==> src/rtl/regfile_pkg.sv <==
// Shared definitions for the multi-port register file: default sizes, ARM register
// indices and the write-port select type used by write decode and read bypass.
package regfile_pkg;

  localparam int DATA_W_DEF = 32;
  localparam int ADDR_W_DEF = 4;
  localparam int NRD_DEF    = 3;

  localparam int R_SP = 13;
  localparam int R_LR = 14;
  localparam int R_PC = 15;

  typedef enum logic [1:0] {
    WP_NONE,
    WP_W0,
    WP_W1
  } wp_sel_e;

  // W0 outranks W1 whenever both hit the same register.
  function automatic wp_sel_e wp_select(input logic w0_hit, input logic w1_hit);
    if (w0_hit) return WP_W0;
    else if (w1_hit) return WP_W1;
    else return WP_NONE;
  endfunction

endpackage

==> src/rtl/regfile_rd_port.sv <==
// One combinational read lane: array mux, busy lookup and, when
// REGFILE_MP_BYPASS_EN is defined, forwarding from the two write ports.
module regfile_rd_port
  import regfile_pkg::*;
#(
  parameter int DATA_W = DATA_W_DEF,
  parameter int ADDR_W = ADDR_W_DEF
) (
  input  logic [ADDR_W-1:0]      raddr,
  input  logic [DATA_W-1:0]      regs [2**ADDR_W],
  input  logic [2**ADDR_W-1:0]   busy_vec,
`ifdef REGFILE_MP_BYPASS_EN
  input  logic                   w0_en,
  input  logic [ADDR_W-1:0]      w0_addr,
  input  logic [DATA_W-1:0]      w0_data,
  input  logic                   w1_en,
  input  logic [ADDR_W-1:0]      w1_addr,
  input  logic [DATA_W-1:0]      w1_data,
  input  logic                   busy_set_en,
  input  logic [ADDR_W-1:0]      busy_set_addr,
`endif
  output logic [DATA_W-1:0]      rdata,
  output logic                   rbusy
);

  always_comb begin
    rdata = regs[raddr];
    rbusy = busy_vec[raddr];
`ifdef REGFILE_MP_BYPASS_EN
    case (wp_select(w0_en && (w0_addr == raddr), w1_en && (w1_addr == raddr)))
      WP_W0:   rdata = w0_data;
      WP_W1:   rdata = w1_data;
      default: ;
    endcase
    // A load landing this cycle releases the stall unless a new load reissues it.
    if (w1_en && (w1_addr == raddr) && !(busy_set_en && (busy_set_addr == raddr)))
      rbusy = 1'b0;
`endif
  end

endmodule

==> src/rtl/regfile_mp.sv <==
// Multi-port register file with two write ports, NRD read lanes and a per-register
// busy scoreboard. Optional write-to-read forwarding under REGFILE_MP_BYPASS_EN.
module regfile_mp
  import regfile_pkg::*;
#(
  parameter int DATA_W = DATA_W_DEF,
  parameter int ADDR_W = ADDR_W_DEF,
  parameter int NRD    = NRD_DEF,
  localparam int NREG  = 2**ADDR_W
) (
  input  logic                  clk,
  input  logic                  rst_n,
  input  logic                  w0_en,
  input  logic [ADDR_W-1:0]     w0_addr,
  input  logic [DATA_W-1:0]     w0_data,
  input  logic                  w1_en,
  input  logic [ADDR_W-1:0]     w1_addr,
  input  logic [DATA_W-1:0]     w1_data,
  input  logic                  busy_set_en,
  input  logic [ADDR_W-1:0]     busy_set_addr,
  input  logic [NRD*ADDR_W-1:0] raddr,
  output logic [NRD*DATA_W-1:0] rdata,
  output logic [NRD-1:0]        rbusy,
  output logic [NREG-1:0]       busy_vec,
  output logic                  collision
);

  logic [DATA_W-1:0] regs [NREG];
  logic [NREG-1:0]   set_mask;
  logic [NREG-1:0]   clr_mask;

  // W0 wins a same-register collision, so W1 data is simply never selected there.
  always_ff @(posedge clk or negedge rst_n) begin
    if (!rst_n) begin
      for (int i = 0; i < NREG; i++) regs[i] <= '0;
    end else begin
      for (int i = 0; i < NREG; i++) begin
        case (wp_select(w0_en && (w0_addr == ADDR_W'(i)), w1_en && (w1_addr == ADDR_W'(i))))
          WP_W0:   regs[i] <= w0_data;
          WP_W1:   regs[i] <= w1_data;
          default: ;
        endcase
      end
    end
  end

  always_comb begin
    set_mask = '0;
    clr_mask = '0;
    if (busy_set_en) set_mask[busy_set_addr] = 1'b1;
    if (w1_en)       clr_mask[w1_addr]       = 1'b1;
  end

  // Set is applied after clear so a reissued load keeps its register busy.
  always_ff @(posedge clk or negedge rst_n) begin
    if (!rst_n) begin
      busy_vec  <= '0;
      collision <= 1'b0;
    end else begin
      busy_vec  <= (busy_vec & ~clr_mask) | set_mask;
      collision <= w0_en && w1_en && (w0_addr == w1_addr);
    end
  end

  for (genvar k = 0; k < NRD; k++) begin : g_rd
    logic [DATA_W-1:0] lane_data;
    logic              lane_busy;

    regfile_rd_port #(
      .DATA_W (DATA_W),
      .ADDR_W (ADDR_W)
    ) u_rd_port (
      .raddr         (raddr[k*ADDR_W +: ADDR_W]),
      .regs          (regs),
      .busy_vec      (busy_vec),
`ifdef REGFILE_MP_BYPASS_EN
      .w0_en         (w0_en),
      .w0_addr       (w0_addr),
      .w0_data       (w0_data),
      .w1_en         (w1_en),
      .w1_addr       (w1_addr),
      .w1_data       (w1_data),
      .busy_set_en   (busy_set_en),
      .busy_set_addr (busy_set_addr),
`endif
      .rdata         (lane_data),
      .rbusy         (lane_busy)
    );

    // Forwarding must not leak write data onto the read lanes while reset is held.
    assign rdata[k*DATA_W +: DATA_W] = rst_n ? lane_data : '0;
    assign rbusy[k]                  = rst_n ? lane_busy : 1'b0;
  end

endmodule

==> config.mk <==
export PLATFORM = sky130hd
export DESIGN_NAME = regfile_mp
export DESIGN_NICKNAME = d
export VERILOG_FILES = /design/src/rtl/regfile_pkg.sv /design/src/rtl/regfile_rd_port.sv /design/src/rtl/regfile_mp.sv
export SDC_FILE = /design/constraint.sdc
export NUM_CORES = 1
export LEC_CHECK = 0
export CAP_MARGIN = 30
export CORE_ASPECT_RATIO = 0.75
export CORE_MARGIN = 10
export CORE_UTILIZATION = 42
export DETAILED_ROUTE_END_ITERATION = 6
export PLACE_DENSITY = 0.63
export SETUP_SLACK_MARGIN = 0.3
export SYNTH_ARGS = -nofsm -noshare
export SYNTH_HDL_FRONTEND = slang
export SYNTH_SLANG_ARGS = --single-unit
==> constraint.sdc <==
create_clock -name clk -period 2.05 [get_ports clk]
set_input_delay 0.41 -clock clk [delete_from_list [all_inputs] [get_ports clk]]
set_output_delay 0.41 -clock clk [all_outputs]
set_load 0.1 [all_outputs]
# Word level (Yosys, flattened, before mapping)
# Cells that the tools add are included.
totals:
  input_bits: 93
  ff_bits: 529
  elab_cells: 226
op_classes:
  n_reduce_logical: 54
  order_cmp: 10
  mux: 75
  bitwise_logic: 6
  eq_ne: 63
ops:
  columns: ["op", "n"]
  rows:
  - ["32-bit one-hot mux with 2 select lines", 16]
  - ["32-bit binary-select mux with 4-bit select", 3]
  - ["32-bit 2-to-1 mux", 9]
  - ["4-bit equality test, second input constant", 16]
  - ["2-bit 2-to-1 mux", 32]
  - ["1-bit logical AND", 36]
  - ["2-bit by 1-bit equality test with 1-bit output, second input constant", 16]
  - ["2-bit equality test, second input constant", 16]
  - ["4-bit by 3-bit equality test with 1-bit output, second input constant", 8]
  - ["16-bit 2-to-1 mux", 2]
  - ["2-bit nonzero test", 16]
  - ["4-bit by 5-bit less-than comparator with 1-bit output, second input constant", 5]
  - ["16-bit bitwise AND", 1]
  - ["4-bit by 2-bit equality test with 1-bit output, second input constant", 4]
  - ["16-bit inverter", 1]
  - ["16-bit bitwise OR", 1]
  - ["5-bit >= comparator, second input constant", 3]
  - ["4-bit inverter with 5-bit output", 3]
  - ["1-bit binary-select mux with 4-bit select", 3]
  - ["1-bit demux with 4-bit select", 2]
  - ["4-bit by 1-bit equality test with 1-bit output, second input constant", 2]
  - ["4-bit by 1-bit >= comparator with 1-bit output, second input constant", 2]
  - ["4-bit logical NOT", 2]
  - ["1-bit 2-to-1 mux", 8]
  - ["4-bit equality test", 1]

# Logic depth before layout (Yosys ltp)
logic_depth:
  word_depth: 8
  depth_mapped: 8

# By module
# Synthesis repeated with hierarchy kept, for this count alone.
hier_totals:
  cells_unflattened: 4177
  hier_area_um2: 39515.4
by_module_without_submodules:
  columns: ["mod", "cells_per_inst", "instances", "area_per_inst_um2"]
  rows:
  - ["regfile_mp", 3337, 1, 27503.9]
  - ["regfile_rd_port", 280, 3, 4003.8]

# Worst setup path before layout
# No wires, ideal clock.
synth_path:
  path_type: "register to output"
  from: "register busy_vec[9]"
  to: "output port rbusy[0]"
  setup_slack_ps: -1876
  stages_incl_launch_ff: 4
  arrival_ps: 3516
  required_time_ps: 1640
  path_buffers: 0
  path_cell_list: "dfrtp_1 mux4_2 mux2i_1 o21ai_0"
synth_via:
  elab_chain_cells: 3
synth_lines:
  columns: ["item", "line_no", "source"]
  rows:
  - ["start, declared", "regfile_mp.sv:24", "output logic [NREG-1:0] busy_vec,"]
  - ["start signal, assigned", "regfile_mp.sv:60", "busy_vec <= (busy_vec & ~clr_mask) | set_mask;"]
  - ["1-bit binary-select mux with 4-bit select", "regfile_rd_port.sv:28", "rbusy = busy_vec[raddr];"]
  - ["1-bit 2-to-1 mux (implied by the code)", "regfile_rd_port.sv:28", null]
  - ["1-bit 2-to-1 mux", "regfile_mp.sv:92", "assign rbusy[k] = rst_n ? lane_busy : 1'b0;"]
  - ["end, declared", "regfile_mp.sv:23", "output logic [NRD-1:0] rbusy,"]
# No other way between the ends. The select of a mux whose other input is x is not followed.

# Worst setup path in the final report
layout_path:
  from: "register regs[139] in the netlist's numbering"
  to: "output port rdata[11]"
layout_via:
  elab_chain_cells: 4
layout_lines:
  columns: ["item", "line_no", "source"]
  rows:
  - ["start, declared", "regfile_mp.sv:28", "logic [DATA_W-1:0] regs [NREG];"]
  - ["start signal, assigned by index", "regfile_mp.sv:39", "WP_W0: regs[i] <= w0_data;"]
  - ["start signal, assigned by index", "regfile_mp.sv:40", "WP_W1: regs[i] <= w1_data;"]
  - ["32-bit binary-select mux with 4-bit select", "regfile_rd_port.sv:27", "rdata = regs[raddr];"]
  - ["32-bit 2-to-1 mux (implied by the code) (2 in series)", "regfile_rd_port.sv:27", null]
  - ["32-bit 2-to-1 mux", "regfile_mp.sv:91", "assign rdata[k*DATA_W +: DATA_W] = rst_n ? lane_data : '0;"]
  - ["end, declared", "regfile_mp.sv:22", "output logic [NRD*DATA_W-1:0] rdata,"]
# No other way between the ends. The select of a mux whose other input is x is not followed.

==> results list <==
- Synth async-reset ratio: 1.000
- Worst slew margin: 0.5634
- Total of flip-flops plus latches after synthesis: around 530
- Maximum clock insertion buffer count: 3
* Final critical path time including I/O delays and setup: approximately 2600 ps
* Most instantiated library cell after synthesis: sky130_fd_sc_hd__mux2i_1
- At the worst endpoint, the required time is about 1600 ps.
* TritonCTS clock tree: yes
- Clock tree synthesis selected as its root buffer the cell sky130_fd_sc_hd__clkbuf_16.
- Clock tree synthesis found a total of around 530 sinks.
- Critical Path Slowest Stage Cell: sky130_fd_sc_hd__mux4_2
* Placed cell area: about 0.048 mm²
- Routability-driven placement finished with a final weighted congestion of approximately 0.96.
- For this run, the number of Yosys warnings is 0.
- between 200 and 250 I/O pins were placed.
- Endpoint of the worst hold-timing path: collision
- The checks that failed: negative setup slack.
- Clock tree skew after final layout: 0 ps
- Final Setup Violations: approximately 100
- Top cells by area in the synthesized netlist: sky130_fd_sc_hd__dfrtp_1 (35%), sky130_fd_sc_hd__mux2i_1 (29%), sky130_fd_sc_hd__mux4_2 (7.4%)
- Cells on worst reg2reg path: 4
* Fmax achieved: 390.0 MHz
* Post-detailed-route count of antenna-violating nets: 0
- In this run the vertical extent of the chip is between 200 and 300 µm.
- In this run the power spent charging and discharging nets is ~0.018 W.
* Data arrival at the endpoint of the critical path: between 2000 and 2500 ps
* Average wire per cell in the routed design: ~29 µm
- Combinational share of power: 0.409
- For the pin with the worst max-slew slack, the measured transition is ~650 ps.
- Row generation in the floorplan step produced 94 rows.
* Pin count of the biggest net entering global routing: 110
- Capturing element type of the critical path: output port
- Fin cells: about 5,600
- Power Internal: slightly below 0.03 W
- Net count after synthesis: 3,962
* Leading area contributor after synthesis: sky130_fd_sc_hd__dfrtp_1
* Critical Setup Path Class: register to output port
- Static leakage: between 20 and 25 nW
* Via density per instance: 6.378
- The pre-antenna-repair detailed-routing pass consisted of 6 iterations.
* Via count of the first global-routing pass: 34,630
- Traced cell by cell, the critical path runs through mux4_2 -> o211ai_1 -> nand2_4 -> buf_12.
- Net count, final: around 4,500
* Syn Inst Count: 3,869
- After synthesis the cells add up to ~0.037 mm².
* Worst Hold Path Cells: 3
- CP Launch Type: register
* Area of the die: ~0.10 mm²
- Setup slack after layout: -514.2 ps
- The tightest min-delay check is of the input port to register type.
- The share of total power dissipated in the clock network is 0.250.
* Number of flops mapped to enable cells by yosys: 0
* Die Width: 364.4 µm
- The initial utilization of the core area, before any placement, comes to 0.4246.
* Slack of the worst reg-to-reg path: about 1000 ps
- Across the VDD grid, the largest voltage drop is ~0.0011 V.
* Cell family with the largest share of critical-path delay: multiplexers
- The tool flagged a number of max-cap violations equal to 0.
- CORE AREA: approximately 0.09 mm²
- Wire length of the first global-routing pass: between 200 and 250 mm
- Reg2reg end: regs[102]
* Number of CTS-inserted buffers: 57
* Combined buffer and inverter count along the critical path: 1
- On the worst path, the slowest cell contributes a delay of about 480 ps.
- RSZ-0062 raised after global routing: true
- Total Power Consumption: ~0.047 W
- With fillers left out, the area of the finished cells amounts to about 0.053 mm².
- Average footprint of a synthesized cell: about 9.7 µm²
- Across all hold checks on the routed design, the worst slack comes to around 160 ps.
- Levels on crit path: 4
* Area share of the largest cell type after synthesis: 0.3544
- The run finished, with violations left.
- In this run the critical register-to-register path is launched from regs[102].
- In the final layout, the share of cells above drive strength 1 is 0.3076.
- Relative to the synthesized area, the layout overhead comes to 40.73%.
* PwrDens: 891.7 mW/mm²
- Predominant post-synthesis flop cell: sky130_fd_sc_hd__dfrtp_1
- The final route contains ~36,000 vias.
- Most frequent cells after synthesis: sky130_fd_sc_hd__mux2i_1 (1,073), sky130_fd_sc_hd__dfrtp_1 (529), sky130_fd_sc_hd__a21oi_1 (332)
- Biggest fanout along the worst timing path: 2
- Fin. Hold Viols: 0
- The max-slew violation count came to 0.
* Number of antenna violations at the first check in global routing: 8
- Global route total overflow: 0
- The number of different library cells used by synthesis comes to 42.
- Register share of total power: 0.341
- For this run, design rule violations remaining after detail routing come to 0.
- In this run the tool buffered the top-level ports with approximately 210 buffer cells.
- The startpoint identified for the worst hold timing path is w1_en.
- Cell count after placement: 5,312
- Switching share of total power: 0.3833
* CTS clock-pin slew for the worst setup and hold paths: 70 ps
- The share of the Yosys chip area taken by registers is 0.3544.
- In the global route stage, overall resource usage came out at 0.3129.
- Insertion delay to the later sink of the worst-skew pair: roughly 650 ps
- Number of H-tree branching levels: 2
* Hpwl dp: about 110 mm
- For this block, the routed nets add up to between 150 and 200 mm of wire.
- After the first detailed-routing iteration, the DRC count stood at roughly 4,800.
- Portion of the clock cycle consumed by the worst path in the final layout: 1.251
## how the worst max path moves through the flow
stage / from / to
finish: regs[139] / rdata[11]
global route: regs[139] / rdata[11]
CTS: regs[139] / rdata[11]
detailed placement: raddr[5] / rdata[61]
global placement: raddr[5] / rdata[61]
floorplan: raddr[4] / rdata[62]
## power groups by stage
stage	combinational (W)	clock, W	sequential [W]
detailed placement	0.0167	0	0.0162
floorplan	0.0110	0	0.0157
finish	0.0192	0.0117	0.0160
global placement	0.0164	0	0.0161
global route	0.0203	0.0122	0.0163
CTS	0.0184	0.0118	0.0158
## per-stage QoR
stage               utilization  setup slack, ps  setup TNS, ps
CTS                      0.5871           -530.7         -37640
detailed placement       0.5431           -662.0        -176100
finish                   0.5976           -514.2         -36220
floorplan                     -           -254.5         -13190
global placement         0.5429           -639.1        -161510
global route             0.5975           -563.0         -41180
## cell usage in the layout (no fill, tap or decap), types with 8 or more instances in the layout
cell,n
sky130_fd_sc_hd__o21ai_2,37
sky130_fd_sc_hd__buf_4,461
sky130_fd_sc_hd__mux2i_4,13
sky130_fd_sc_hd__o21ai_4,83
sky130_fd_sc_hd__o21ai_1,76
sky130_fd_sc_hd__clkbuf_8,15
sky130_fd_sc_hd__bufinv_16,9
sky130_fd_sc_hd__o22ai_4,31
sky130_fd_sc_hd__nand2_1,297
sky130_fd_sc_hd__nand2_4,23
sky130_fd_sc_hd__a221oi_2,33
sky130_fd_sc_hd__clkbuf_16,61
sky130_fd_sc_hd__a221oi_1,30
sky130_fd_sc_hd__mux2i_2,14
sky130_fd_sc_hd__mux2i_1,1046
sky130_fd_sc_hd__mux2_2,8
sky130_fd_sc_hd__nor2_4,12
sky130_fd_sc_hd__a22oi_1,190
sky130_fd_sc_hd__clkdlybuf4s50_1,75
sky130_fd_sc_hd__dfrtp_1,509
sky130_fd_sc_hd__buf_12,282
sky130_fd_sc_hd__mux4_2,122
sky130_fd_sc_hd__nor2_1,322
sky130_fd_sc_hd__buf_6,53
sky130_fd_sc_hd__clkinv_2,10
sky130_fd_sc_hd__o21ai_0,139
sky130_fd_sc_hd__inv_1,8
sky130_fd_sc_hd__dfrtp_2,20
sky130_fd_sc_hd__a21oi_1,332
## logic make-up after synthesis
family                    Yosys count  synth area share
and+or+nand+nor                   703           0.07486
muxes                            1203            0.3635
buffers and inverters             452           0.05279
xor gates and xnor gates            1         0.0002345
AOI/OAI and AO/OA                 981            0.1543
DFF                               529            0.3544
## final cells by class
class / count / area, µm²
Antenna cell: 6 / 15.01
Clock buffer: 81 / 1709
Clock inverter: 23 / 355.3
Fill cell: 7153 / 35400
Inverter: 10 / 38.79
Multi-Input combinational cell: 2888 / 24700
Sequential cell: 529 / 13260
Tap cell: 1152 / 1441
Timing Repair Buffer: 903 / 11050
## state kept, by name, indices dropped and copies added, names as in the netlist
name / flops
busy_vec: 16
regs: 512
collision: 1
## worst min-delay path, delay by kind of cell
| family | cells | cell delay [ps] |
|---|---|---|
| buffers and inverters | 1 | 170 |
| AO/OA/AOI/OAI | 1 | 120 |
| AND/OR/NAND/NOR | 1 | 60 |
## routing by layer
| metal | wire length [µm] | up-vias | global-route usage |
|---|---|---|---|
| li1 | - | 15340 | - |
| met3 | 19330 | 457 | 0.07515 |
| met4 | 7642 | 4 | 0.1277 |
| met1 | 66100 | 17590 | 0.4313 |
| met5 | 26 | - | 0 |
| met2 | 71650 | 2272 | 0.4674 |
## timing repair
item | in CTS | in global routing
gates resized for setup | 219 | 81
cloned | 6 | 2
pin swaps | 30 | 46
hold buffers | 1 | 1
endpoints found under the hold margin | 61 | 2
endpoints found under the setup margin | 121 | 521
setup buffers | 102 | 58
Power figures use the tool's default switching activity.
